`config.mk`:
```
export PLATFORM = sky130hd
export DESIGN_NAME = cmp_accumulator
export DESIGN_NICKNAME = d
export VERILOG_FILES = /design/src/rtl/cmp_accumulator_pkg.sv /design/src/rtl/cmp_chunk_counter.sv /design/src/rtl/cmp_accumulator.sv
export SDC_FILE = /design/constraint.sdc
export NUM_CORES = 1
export LEC_CHECK = 0
export ABC_AREA = 1
export BUFFER_PORTS_ARGS = -buffer_cell sky130_fd_sc_hd__buf_2
export CELL_PAD_IN_SITES_DETAIL_PLACEMENT = 2
export CELL_PAD_IN_SITES_GLOBAL_PLACEMENT = 2
export CORE_MARGIN = 4
export CORE_UTILIZATION = 27
export DETAILED_ROUTE_END_ITERATION = 16
export HOLD_SLACK_MARGIN = 0.02
export PLACE_DENSITY = 0.72
export SYNTH_ARGS = -nofsm -noshare
export SYNTH_HDL_FRONTEND = slang
export SYNTH_SLANG_ARGS = --single-unit
```
`constraint.sdc`:
```
create_clock -name clk -period 1.1 [get_ports clk]
set_input_delay 0.22 -clock clk [delete_from_list [all_inputs] [get_ports clk]]
set_output_delay 0.22 -clock clk [all_outputs]
set_load 0.05 [all_outputs]
```
`src/rtl/cmp_accumulator_pkg.sv`:
```
// cmp_accumulator_pkg: shared FSM state, decision encoding and default word size
package cmp_accumulator_pkg;
  localparam int NCHUNK_DEF = 4;
  typedef enum logic [1:0] {IDLE, ACC, DONE} state_t;
  typedef enum logic [1:0] {NONE, GT, LT} dec_t;
endpackage

```
`src/rtl/cmp_chunk_counter.sv`:
```
// cmp_chunk_counter: counts accepted chunks; wraps to zero after the last one
module cmp_chunk_counter #(
  parameter int NCHUNK = 4
) (
  input  logic clk,
  input  logic rst,
  input  logic clr,
  input  logic en,
  output logic tc
);
  localparam int W = $clog2(NCHUNK);
  localparam logic [W-1:0] LAST = W'(NCHUNK - 1);
  logic [W-1:0] cnt_q, cnt_d;
  assign tc = cnt_q == LAST;
  always_comb cnt_d = clr ? '0 : en ? (tc ? '0 : cnt_q + 1'b1) : cnt_q;
  always_ff @(posedge clk or posedge rst)
    if (rst) cnt_q <= '0;
    else cnt_q <= cnt_d;
endmodule

```
`src/rtl/cmp_accumulator.sv`:
```
// cmp_accumulator: folds MSB-first 2-bit chunk compare results into a word result
module cmp_accumulator
  import cmp_accumulator_pkg::*;
#(
  parameter int NCHUNK = NCHUNK_DEF
) (
  input  logic clk,
  input  logic rst,
  input  logic start,
  input  logic in_valid,
  input  logic g,
  input  logic l,
  input  logic e,
  output logic busy,
  output logic done,
  output logic gt,
  output logic lt,
  output logic eq,
  output logic err
);
  state_t state_q;
  dec_t   dec_q, dec_d;
  logic   acc_err_q, acc_err_d, onehot, tc;
  logic   busy_q, done_q, gt_q, lt_q, eq_q, err_q;
  cmp_chunk_counter #(.NCHUNK(NCHUNK)) u_cnt (
    .clk(clk),
    .rst(rst),
    .clr(state_q == IDLE && start),
    .en (state_q == ACC && in_valid),
    .tc (tc)
  );
  assign onehot    = $countones({g, l, e}) == 1;
  assign acc_err_d = acc_err_q | ~onehot;
  // first onehot g/l wins; bad chunks never touch the decision
  assign dec_d = (onehot && dec_q == NONE) ? (g ? GT : l ? LT : NONE) : dec_q;
  always_ff @(posedge clk or posedge rst)
    if (rst) begin
      state_q   <= IDLE;
      dec_q     <= NONE;
      acc_err_q <= 1'b0;
      busy_q    <= 1'b0;
      done_q    <= 1'b0;
      gt_q      <= 1'b0;
      lt_q      <= 1'b0;
      eq_q      <= 1'b0;
      err_q     <= 1'b0;
    end else begin
      case (state_q)
        IDLE: if (start) begin
          state_q   <= ACC;
          busy_q    <= 1'b1;
          dec_q     <= NONE;
          acc_err_q <= 1'b0;
        end
        ACC: if (in_valid) begin
          dec_q     <= dec_d;
          acc_err_q <= acc_err_d;
          if (tc) begin
            state_q <= DONE;
            busy_q  <= 1'b0;
            done_q  <= 1'b1;
            gt_q    <= !acc_err_d && dec_d == GT;
            lt_q    <= !acc_err_d && dec_d == LT;
            eq_q    <= !acc_err_d && dec_d == NONE;
            err_q   <= acc_err_d;
          end
        end
        DONE: begin
          state_q <= IDLE;
          done_q  <= 1'b0;
        end
        default: state_q <= IDLE;
      endcase
    end
  assign busy = busy_q;
  assign done = done_q;
  assign gt   = gt_q;
  assign lt   = lt_q;
  assign eq   = eq_q;
  assign err  = err_q;
endmodule

```
After elaboration in Yosys (flattened, before gate mapping)
Index checks and enable logic that the tools add are counted.

word-level totals
  register bits after elaboration = 13
  input bits = 7
  output and inout bits = 6
  word-level logic and storage cells = 65

operators by class
  $add $sub $neg = 3
  equal/unequal tests = 9
  mux-type cells = 23
  bitwise logic cells = 2
  reductions and logical operators = 18

operators with widths
  operator                                                          number
  2-bit two-way mux                                                 11
  3-bit AND reduction                                               4
  2-bit one-hot mux with 2 select lines                             2
  1-bit two-way mux                                                 7
  2-bit == test (second input constant)                             3
  1-bit logical AND                                                 6
  2-bit logical NOT                                                 3
  1-bit one-hot mux with 2 select lines                             3
  2-bit nonzero test                                                3
  2-bit by 1-bit == test with 1-bit output (second input constant)  2
  2-bit != test (second input constant)                             2
  4-bit AND reduction                                               1
  2-bit by 1-bit adder with 3-bit output                            1
  3-bit by 1-bit == test with 1-bit output (second input constant)  1
  1-bit by 1-bit adder with 2-bit output                            1
  2-bit by 1-bit adder with 2-bit output (second input constant)    1
  2-bit by 1-bit != test with 1-bit output (second input constant)  1
  1-bit logical NOT                                                 1
  1-bit inverter                                                    1
  1-bit bitwise OR                                                  1

Depth between registers and ports, before layout
Gate-level depths: netlist of run 1.

  word-level depth = 7
  gate-level depth with buffers = 9
  depth with buffers taken out = 9

By module
Synthesis of run 1 repeated with hierarchy kept, for this count alone.

second synthesis, totals
  cell total of the unflattened synthesis = 84
  area total of the unflattened synthesis = 690.7 um^2

modules (own cells, without submodules)
  module             times used  cells an instance  area each (um^2)  seq. area each (um^2)
  cmp_accumulator    1           71                 586.8             275.3
  cmp_chunk_counter  1           13                 103.8             50.0

Least setup slack after synthesis of run 1
Ideal clock, no wire load.

  kind = input -> register
  start point = in g
  end point = reg gt_q, in the netlist gt
  library setup time = 66 ps
  arrival time = 1,313 ps
  data required time = 1,034 ps
  slack = -279 ps
  stages = 7
  path buffers = 0
  cells stage by stage = inv_1 fa_1 nor2_4 nand2_1 nor2_4 nand3_1 nand2_1

between the ends
  cells in the longest elaborated chain, start to end = 6
  elaborated cells between the ends (all ways) = 10
  classes of those cells = add/sub: 1; eq/ne: 2; mux: 2; bitwise: 2; reduce/logical: 3

RTL lines
  element                                                                        line                                          RTL
  start, declared                                                                cmp_accumulator.sv:11                         input logic g,
  2-bit by 1-bit adder with 3-bit output (not written as such)                   cmp_accumulator.sv:32                         assign onehot = $countones({g, l, e}) == 1;
  3-bit by 1-bit == test with 1-bit output                                       cmp_accumulator.sv:32
  1-bit logical AND or 1-bit inverter (tied branches)                            cmp_accumulator.sv:35, cmp_accumulator.sv:33
  2-bit two-way mux or 1-bit bitwise OR (tied branches)                          cmp_accumulator.sv:35, cmp_accumulator.sv:33
  2-bit by 1-bit == test with 1-bit output or 1-bit logical NOT (tied branches)  cmp_accumulator.sv:62                         gt_q <= !acc_err_d && dec_d == GT;
  1-bit logical AND *                                                            cmp_accumulator.sv:62
  end signal, assigned                                                           cmp_accumulator.sv:43                         gt_q <= 1'b0;
  end signal, assigned                                                           cmp_accumulator.sv:62
  end, declared                                                                  cmp_accumulator.sv:24                         logic busy_q, done_q, gt_q, lt_q, eq_q, err_q;

Mark *: on every way between the ends. The rest lies on a longest branch, timed or not.
A chain may end at the register's enable or synchronous reset.

Final worst setup path of run 1
  start point = in e
  end point = reg gt_q, in the netlist gt

between the ends
  cells in the longest elaborated chain, start to end = 7
  elaborated cells between the ends (all ways) = 10
  classes of those cells = add/sub: 2; eq/ne: 2; mux: 1; bitwise: 2; reduce/logical: 3

RTL lines
  element                                                                        line                                          RTL
  start, declared                                                                cmp_accumulator.sv:13                         input logic e,
  1-bit by 1-bit adder with 2-bit output (not written as such) *                 cmp_accumulator.sv:32
  2-bit by 1-bit adder with 3-bit output (not written as such) *                 cmp_accumulator.sv:32
  3-bit by 1-bit == test with 1-bit output *                                     cmp_accumulator.sv:32
  1-bit logical AND or 1-bit inverter (tied branches)                            cmp_accumulator.sv:35, cmp_accumulator.sv:33
  2-bit two-way mux or 1-bit bitwise OR (tied branches)                          cmp_accumulator.sv:35, cmp_accumulator.sv:33
  2-bit by 1-bit == test with 1-bit output or 1-bit logical NOT (tied branches)  cmp_accumulator.sv:62
  1-bit logical AND *                                                            cmp_accumulator.sv:62

Marks and branches as above.

==> results.json, run 1 <==
{
  "start_util": 0.293,
  "endpoint_kind": "flop",
  "htree_levels": 1,
  "drt_wl_total_um": 2160,
  "synth_seq_area_share": 0.483,
  "hold_path.class": "in -> reg",
  "core_sq_um": 2300,
  "total_power_mw": 2.38,
  "netlist_instances": 83,
  "r2r_end": "dec_q[1]",
  "gp_congestion": 0.751,
  "worstRegToRegCells": 6,
  "num_rows": 17,
  "grt-ovfl-total": 0,
  "power_density_nw_per_um2": 2210,
  "placedCellCount": 131,
  "p_leak_nw": 0.566,
  "worstMarginPinSlew_ns": 0.286,
  "track_usage": 0.129,
  "slew_headroom": 0.809,
  "ys_top_cells_by_area": "dfrtp_1 (48%), nand2_1 (14%), nand3_1 (8.2%), inv_1 (7.2%), nor2_4 (5.0%)",
  "irDropWorstVdd_v": 0.00119,
  "antenna_found_initial": 0,
  "nets": 126,
  "synth_top_area_frac": 0.483,
  "status": "complete, but fails checks",
  "crit_chain": "buf_8 > inv_8 > fa_1 > nor2_4 > nand2_2 > nor2_4 > nand3_2 > nand2_1",
  "layout-drive-gt1-share": 0.517,
  "rsz0062_at_grt": "true",
  "io_pins": 13,
  "cp_top_family": "simple AND/OR/NAND/NOR gates",
  "die_x_um": 57.9,
  "drt_iter0_markers": 6,
  "postSynthAreaPerCell_sq_um": 8.11,
  "postRouteAntennaNets": 0,
  "finalHoldViolations": 0,
  "slew_violations": 0,
  "arrival_ns": 1.47,
  "viasPerCell": 4.53,
  "ys_warn_count": 0,
  "setup_viol": 8,
  "slowest_delay_ns": 0.51,
  "timing.fmax_mhz": 798,
  "cts_tree": "yes",
  "die_area_sq_um": 3360,
  "syn-cell-area_sq_um": 673,
  "fin_skew_ns": 0.00171,
  "worst_skew_pair.late_latency_ns": 0.28,
  "routed-via-count": 653,
  "crit_fanout": 6,
  "cp_num_buf_inv": 2,
  "r2r_slack_ns": -0.07,
  "syn_nets": 92,
  "first_pass_iters": 4,
  "setup.worst_path.start": "e",
  "synthToLayoutAreaGrowth_pct": 59.9,
  "finalCriticalPeriod_ns": 1.25,
  "crit-reg2reg-launch": "state_q[0]",
  "yosysUniqueCellTypes": 16,
  "place_hpwl_um": 1330,
  "cts_buffers": 3,
  "grt_max_degree": 14,
  "finalCritPeriodShare": 1.14,
  "maxCapViolations": 0,
  "die_h_um": 57.9,
  "startpoint_type": "input pin",
  "portBuffers": 12,
  "clockRootBuffer": "clkbuf_4",
  "final_cells": 144,
  "num_antenna_cells": 0,
  "violations": "negative setup slack",
  "worstSetupPathDepth": 8,
  "ys_ff_latch": 13,
  "grt_pass1_wl_um": 3300,
  "critical_path_required_ns": 1.32,
  "yosysTopAreaCell": "dfrtp_1",
  "endpoint": "gt",
  "post-route-drc-count": 0,
  "wl_per_cell_um": 15.0,
  "grt_pass1_vias": 714,
  "final.setup.worst_slack_ns": -0.153,
  "cts.path.max_buffers": 2,
  "cp_slowest_cell": "fa_1",
  "utilization": 0.468,
  "cts.clk_slew.worst_paths_ns": 0.08,
  "critPathKind": "in -> reg",
  "cts_sinks": 13,
  "crit_top_cell": "nor2_4"
}
where the power goes:
part,switching [mW],internal (mW)
logic,0.785,0.543
registers,0.117,0.631
clock network,0.160,0.141
worst register-to-register path, stage by stage, from the launching register on:
cell and delay, ns:
dfrtp_1 0.39, inv_2 0.11, nor2_4 0.06, nand2_2 0.12, inv_2 0.06, a21oi_1 0.25, nor2_4 0.06
area by class of cell:
cell class                      count  area, sq um
Multi-Input combinational cell     55          369
Timing Repair Buffer               29          254
Tap cell                           28         35.0
Sequential cell                    13          325
Clock buffer                        4         26.3
Fill cell                         255         1220
Inverter                           15         66.3
cells in the mapped netlist, drive strengths merged:
| master | instances |
|---|---|
| nand3 | 12 |
| a21oi | 1 |
| nor2 | 9 |
| o21ai | 3 |
| ha | 1 |
| inv | 15 |
| nand2 | 28 |
| fa | 1 |
| dfrtp | 13 |
per-layer routing:
metal | wire (um) | global-route usage | vias to the layer above | share of wire
met2 | 1230 | 0.234 | 10 | 0.57
met5 | 0 | 0 | - | 0
met3 | 81 | 0.0490 | 2 | 0.037
met4 | 10 | 0.0199 | 0 | 0.0046
li1 | - | - | 318 | -
met1 | 844 | 0.145 | 323 | 0.39
through the flow:
step,TNS (ns),setup slack (ns),hold WS (ns),instance area [sq um]
2_1_floorplan,-1.08,-0.212,0.0970,683
3_3_place_gp,-2.59,-0.421,0.223,838
3_5_place_dp,-2.89,-0.476,0.226,838
4_1_cts,-0.572,-0.140,0.283,956
5_1_grt,-1.17,-0.196,0.288,1080
6_report,-0.719,-0.153,0.285,1080
repair_timing:
item	CTS	global route
endpoints found under the setup margin	14	17
hold buffers	1	0
buffers inserted	2	6
hold endpoints to repair	13	0
pin swaps	10	14
gates cloned	0	0
resized for setup	20	19
logic make-up after synthesis:
logic type,Yosys count,share of synthesized area
adder cells (fa/ha/maj),2,0.0483
AO/OA/AOI/OAI,4,0.0297
flip-flops,13,0.483
buffers and inverters,15,0.0837
AND/OR/NAND/NOR,49,0.355
how the worst min path moves through the flow:
stage / slack, ns / start / end / cells past startpoint
3_3_place_gp: 0.22 / rst / state_q[1] / 3
3_5_place_dp: 0.23 / rst / err / 3
4_1_cts: 0.28 / in_valid / u_cnt.cnt_q[1] / 4
2_1_floorplan: 0.1 / rst / acc_err_q / 1
5_1_grt: 0.29 / start / busy / 3
6_report: 0.29 / start / busy / 3
layout by cell type (no fill, tap or decap), drive strengths merged:
| cell | instances |
|---|---|
| nand2 | 28 |
| buf | 28 |
| inv | 15 |
| dfrtp | 13 |
| nand3 | 12 |
| nor2 | 9 |
| clkbuf | 4 |
| o21ai | 3 |
| a21oi | 1 |
| fa | 1 |
| ha | 1 |
| dlygate4sd3 | 1 |
registers in the layout (all words and copies together), names as in the netlist:
| register | cells |
|---|---|
| err | 1 |
| acc_err_q | 1 |
| busy | 1 |
| lt | 1 |
| done | 1 |
| eq | 1 |
| u_cnt.cnt_q | 2 |
| state_q | 2 |
| dec_q | 2 |
| gt | 1 |
No activity file was read; power rests on OpenSTA's default activity.
==> inputs of run 2 (changes only) <==
--- a/config.mk
+++ b/config.mk
@@ -12,8 +12,9 @@
 export CORE_MARGIN = 4
 export CORE_UTILIZATION = 27
 export DETAILED_ROUTE_END_ITERATION = 16
-export HOLD_SLACK_MARGIN = 0.02
+export HOLD_SLACK_MARGIN = 0.06
 export PLACE_DENSITY = 0.72
 export SYNTH_ARGS = -nofsm -noshare
 export SYNTH_HDL_FRONTEND = slang
 export SYNTH_SLANG_ARGS = --single-unit
+export TNS_END_PERCENT = 1
==> run 2 against run 1 <==
First-iteration DRC count rose to 4.8 times the previous value. The run still ends with negative setup slack left. Wire length fell by 12%. Cell count fell by 4.9%. Core utilization fell by 3.2 points. Clock-buffer cell count did not move. Sequential power fell by 1%. Register-to-register slack barely moved. Non-clock buffer count fell by 7. Hold slack improved by 0.00061 ns. Via count fell by 3.1%. Largest cell class unchanged.
==> results.json, run 2 (synthesized netlist as in run 1, its figures left out) <==
{
  "status": "complete, but fails checks",
  "violations": "negative setup slack",
  "p_leak_nw": 0.528,
  "top_regs": "dec_q x2, state_q x2, u_cnt.cnt_q x2",
  "dp_slack_ns": -0.461,
  "placed_area_sq_um": 846,
  "endpoint_kind": "flop",
  "multi_input_area_sq_um": 349,
  "maxCapViolations": 0,
  "drt_wl_total_um": 1910,
  "portBuffers": 12,
  "fin_skew_ns": 0.00837,
  "crit_chain": "buf_8 > inv_4 > fa_1 > nor2_4 > nand2_2 > nand2_1 > nand2_2 > nand3_2 > nand2_1",
  "design_area_sq_um": 1000,
  "first_pass_iters": 4,
  "num_rows": 17,
  "startpoint_type": "input pin",
  "cp_top_family": "simple AND/OR/NAND/NOR gates",
  "viasPerCell": 4.62,
  "clockRootBuffer": "clkbuf_4",
  "grt_pass1_wl_um": 3230,
  "critPathKind": "in -> reg",
  "htree_levels": 1,
  "total_power_mw": 2.18,
  "hold_path.class": "in -> reg",
  "utilization": 0.437,
  "finalCritPeriodShare": 1.11,
  "synthToLayoutAreaGrowth_pct": 49.1,
  "finalCriticalPeriod_ns": 1.22,
  "rsz0062_at_grt": "true",
  "cts_sinks": 13,
  "setup_tns_ns": -0.525,
  "power_density_nw_per_um2": 2170,
  "arrival_ns": 1.39,
  "gp_congestion": 0.822,
  "cts_buffers": 3,
  "r2r_slack_ns": -0.07,
  "place_hpwl_um": 1400,
  "worstRegToRegCells": 7,
  "cts_tree": "yes",
  "track_usage": 0.127,
  "crit_fanout": 6,
  "cts.path.max_buffers": 2,
  "start_util": 0.293,
  "die_area_sq_um": 3360,
  "drt_iter0_markers": 29,
  "layout_commonest_cell": "nand2_1",
  "num_antenna_cells": 0,
  "grt-ovfl-total": 0,
  "die_h_um": 57.9,
  "critical_path_required_ns": 1.27,
  "die_x_um": 57.9,
  "postRouteAntennaNets": 0,
  "finalHoldViolations": 0,
  "core_sq_um": 2300,
  "irDropWorstVdd_v": 0.00113,
  "r2r_end": "err",
  "slew_violations": 0,
  "layout-drive-gt1-share": 0.468,
  "ff_latch_area_sq_um": 325,
  "whs_path_depth": 3,
  "worstMarginPinSlew_ns": 0.255,
  "cp_slowest_cell": "fa_1",
  "nFillCells": 262,
  "post-route-drc-count": 0,
  "nets": 119,
  "slew_headroom": 0.830,
  "routed-via-count": 633,
  "slowest_delay_ns": 0.51,
  "final.setup.worst_slack_ns": -0.117,
  "worst_skew_pair.late_latency_ns": 0.27,
  "crit-reg2reg-launch": "u_cnt.cnt_q[1]",
  "hp-start": "start",
  "final_cell_mix": "nand2_1 (18), dfrtp_1 (13), buf_6 (9)",
  "post_cts_buffers": 0,
  "cp_num_buf_inv": 2,
  "hold_end": "busy",
  "grt_max_degree": 14,
  "setup_viol": 7,
  "cts.clk_slew.worst_paths_ns": 0.08,
  "io_pins": 13,
  "timing.fmax_mhz": 822,
  "grt_pass1_vias": 737,
  "wl_per_cell_um": 13.9,
  "antenna_found_initial": 0
}
run 2: layer usage:
layer,up-vias,GRT usage,share of wire
li1,305,-,-
met5,-,0,0
met1,313,0.136,0.40
met4,0,0.0331,0.014
met3,4,0.0423,0.030
met2,11,0.235,0.55
run 2: stage by stage:
step	instances	hold WS (ns)
after global placement	132	0.225
after floorplan	83	0.0970
final	137	0.286
after detailed placement	132	0.230
after CTS	137	0.299
after global routing	137	0.296
run 2: area by class of cell:
| type | count | area share |
|---|---|---|
| Clock buffer | 4 | 0.0262 |
| Inverter | 15 | 0.0661 |
| Multi-Input combinational cell | 55 | 0.348 |
| Sequential cell | 13 | 0.324 |
| Tap cell | 28 | 0.0349 |
| Timing Repair Buffer | 22 | 0.201 |
run 2: worst reg2reg max path: cells and delay by family, from the launching register on:
family                   cells  cell delay (ns)
flip-flops                   1             0.39
AND/OR/NAND/NOR              4             0.38
adder cells (fa/ha/maj)      1             0.20
buffers and inverters        2             0.10
run 2: worst max-delay path by stage:
stage          startpoint  to  slack, ns  cells after the start
2_1_floorplan           e  eq      -0.21                      8
3_3_place_gp            e  gt      -0.42                      9
3_5_place_dp            e  eq      -0.46                      9
4_1_cts                 g  eq      -0.13                      8
5_1_grt                 g  lt      -0.18                      9
6_report                g  lt      -0.12                      9
run 2: what timing repair did:
item	in CTS	in global routing
endpoints found under the hold margin	13	0
resized for setup	22	14
hold buffers	1	0
pin swaps	11	3
endpoints found under the setup margin	15	17
run 2: power breakdown:
group / internal, mW / switching [mW] / total (mW)
registers: 0.632 / 0.108 / 0.740
logic: 0.415 / 0.729 / 1.14
clock network: 0.140 / 0.156 / 0.296
total: 1.19 / 0.993 / 2.18
==> inputs of run 3 (changes only) <==
--- a/config.mk
+++ b/config.mk
@@ -16,5 +16,6 @@
 export PLACE_DENSITY = 0.72
 export SYNTH_ARGS = -nofsm -noshare
 export SYNTH_HDL_FRONTEND = slang
+export SYNTH_HIERARCHICAL = 1
 export SYNTH_SLANG_ARGS = --single-unit
 export TNS_END_PERCENT = 1
==> run 3 against run 2 <==
The run still ends with negative setup slack left. Largest power group unchanged. Sequential share of layout area grew 0.37 points. Synthesized cell count is 1.2% higher. Global-route usage rose by 0.72 points. Via count fell by 1.1%.
==> results.json, run 3 <==
{
  "ys_ff_latch": 13,
  "synth_seq_area_share": 0.471,
  "num_antenna_cells": 0,
  "layout_commonest_cell": "nand2_1",
  "synthToLayoutAreaGrowth_pct": 43.7,
  "finalCriticalPeriod_ns": 1.23,
  "p_leak_nw": 0.517,
  "timing.fmax_mhz": 816,
  "critPathKind": "in -> reg",
  "grt_max_degree": 12,
  "layout-drive-gt1-share": 0.459,
  "cts_tree": "yes",
  "design_area_sq_um": 992,
  "yosysTopAreaCell": "dfrtp_1",
  "rsz0062_at_grt": "true",
  "grt-ovfl-total": 0,
  "syn-cell-area_sq_um": 691,
  "arrival_ns": 1.39,
  "drt_wl_total_um": 1830,
  "placedCellCount": 133,
  "placed_area_sq_um": 848,
  "clockRootBuffer": "clkbuf_4",
  "ys_top_cells_by_area": "dfrtp_1 (47%), nand2_1 (13%), inv_1 (7.6%), nand3_1 (6.5%), nor2_1 (3.8%)",
  "worst_skew_pair.late_latency_ns": 0.28,
  "final_cell_mix": "nand2_1 (17), dfrtp_1 (13), inv_1 (9), buf_4 (9)",
  "track_usage": 0.134,
  "power_density_nw_per_um2": 2290,
  "die_h_um": 58.6,
  "setup_viol": 6,
  "antenna_found_initial": 0,
  "synth-async-reset-ratio": 1.00,
  "finalHoldViolations": 0,
  "cts_buffers": 3,
  "maxCapViolations": 0,
  "start_util": 0.281,
  "grt_pass1_wl_um": 3420,
  "drt_iter0_markers": 7,
  "gp_congestion": 0.720,
  "die_area_sq_um": 3430,
  "core_sq_um": 2450,
  "first_pass_iters": 3,
  "endpoint_kind": "flop",
  "nets": 119,
  "portBuffers": 12,
  "hold_path.class": "in -> reg",
  "die_x_um": 58.6,
  "final_cells": 139,
  "cts.clk_slew.worst_paths_ns": 0.08,
  "place_hpwl_um": 1530,
  "crit_fanout": 6,
  "worstMarginPinSlew_ns": 0.434,
  "netlist_instances": 84,
  "irDropWorstVdd_v": 0.00124,
  "utilization": 0.404,
  "synth_most_common_cell": "nand2_1",
  "post-route-drc-count": 0,
  "syn_nets": 93,
  "fin_skew_ns": 0.00522,
  "synth_top_area_frac": 0.471,
  "cts.path.max_buffers": 2,
  "setup_tns_ns": -0.496,
  "synth-edff-count": 0,
  "startpoint_type": "input pin",
  "htree_levels": 1,
  "critical_path_required_ns": 1.27,
  "top_regs": "dec_q x2, state_q x2, u_cnt/cnt_q x2",
  "cts_sinks": 13,
  "io_pins": 13,
  "num_rows": 18,
  "viasPerCell": 4.50,
  "ys_warn_count": 6,
  "postSynthAreaPerCell_sq_um": 8.22,
  "yosysUniqueCellTypes": 18,
  "wl_per_cell_um": 13.2,
  "grt_pass1_vias": 722,
  "violations": "negative setup slack",
  "finalCritPeriodShare": 1.11,
  "status": "complete, but fails checks",
  "synthTopCellsByCount": "nand2_1 (23), inv_1 (14), dfrtp_1 (13)",
  "slew_headroom": 0.710,
  "final.setup.worst_slack_ns": -0.125,
  "slew_violations": 0,
  "postRouteAntennaNets": 0,
  "ys.flop_type": "dfrtp_1",
  "routed-via-count": 626
}
==> run 3: final cells by class <==
type	count	area, sq um
inverter	17	77.6
sequential	13	325
multi-input combinational	54	339
clock buffer	4	26.3
tap	30	37.5
timing repair buffer	21	186
fill	291	1460
==> run 3: repair_timing <==
item	4_1_cts	5_1_grt
setup endpoints to repair	15	15
pin swaps	7	6
endpoints found under the hold margin	13	0
hold buffers	1	0
resized for setup	22	10
setup buffers	1	0
==> run 3: path summary, 6_finish.rpt <==
path / from / to / slack (ns) / cells after the start
min in group asynchronous: rst / u_cnt/cnt_q[0] / 0.33 / 3
setup reg to reg: u_cnt/cnt_q[0] / eq / -0.04 / 5
hold reg to reg: eq / eq / 0.51 / 2
max in group asynchronous: rst / gt / 0.31 / 3
hold / removal: in_valid / state_q[0] / 0.27 / 4
setup / recovery: g / eq / -0.13 / 9
==> run 3: through the flow <==
step,setup slack (ns),hold WS [ns],power (mW)
after floorplan,-0.213,-0.0388,1.48
after global placement,-0.424,0.0823,1.76
after detailed placement,-0.522,0.0891,1.83
after CTS,-0.134,0.264,2.25
after global routing,-0.167,0.271,2.47
final,-0.125,0.271,2.28
==> run 3: layer usage <==
layer | vias to the layer above | share of wire | GRT usage
li1 | 308 | - | -
met1 | 305 | 0.41 | 0.157
met2 | 11 | 0.54 | 0.236
met3 | 2 | 0.043 | 0.0395
met4 | 0 | 0.0076 | 0.0388
met5 | - | 0 | 0
==> run 3: worst max-delay path, cell delays in order <==
cell,delay (ns)
buf_8,0.08
inv_4,0.03
fa_1,0.52
nor2_4,0.18
nand2_2,0.10
nand2_2,0.10
nand2_4,0.06
nand3_2,0.06
nand2_1,0.05
==> run 3: logic make-up after synthesis <==
logic type / after synthesis / synth area share
fa+ha+maj: 2 / 0.0471
compound gates: 5 / 0.0471
buf+inv: 17 / 0.0924
flops: 13 / 0.471
simple gates: 47 / 0.342
==> run 3: power breakdown <==
group          internal (mW)  switching [mW]  total (mW)  leakage [nW]
clock                  0.141           0.158       0.299        0.0150
combinational          0.455           0.760        1.21         0.342
sequential             0.645           0.119       0.763         0.160
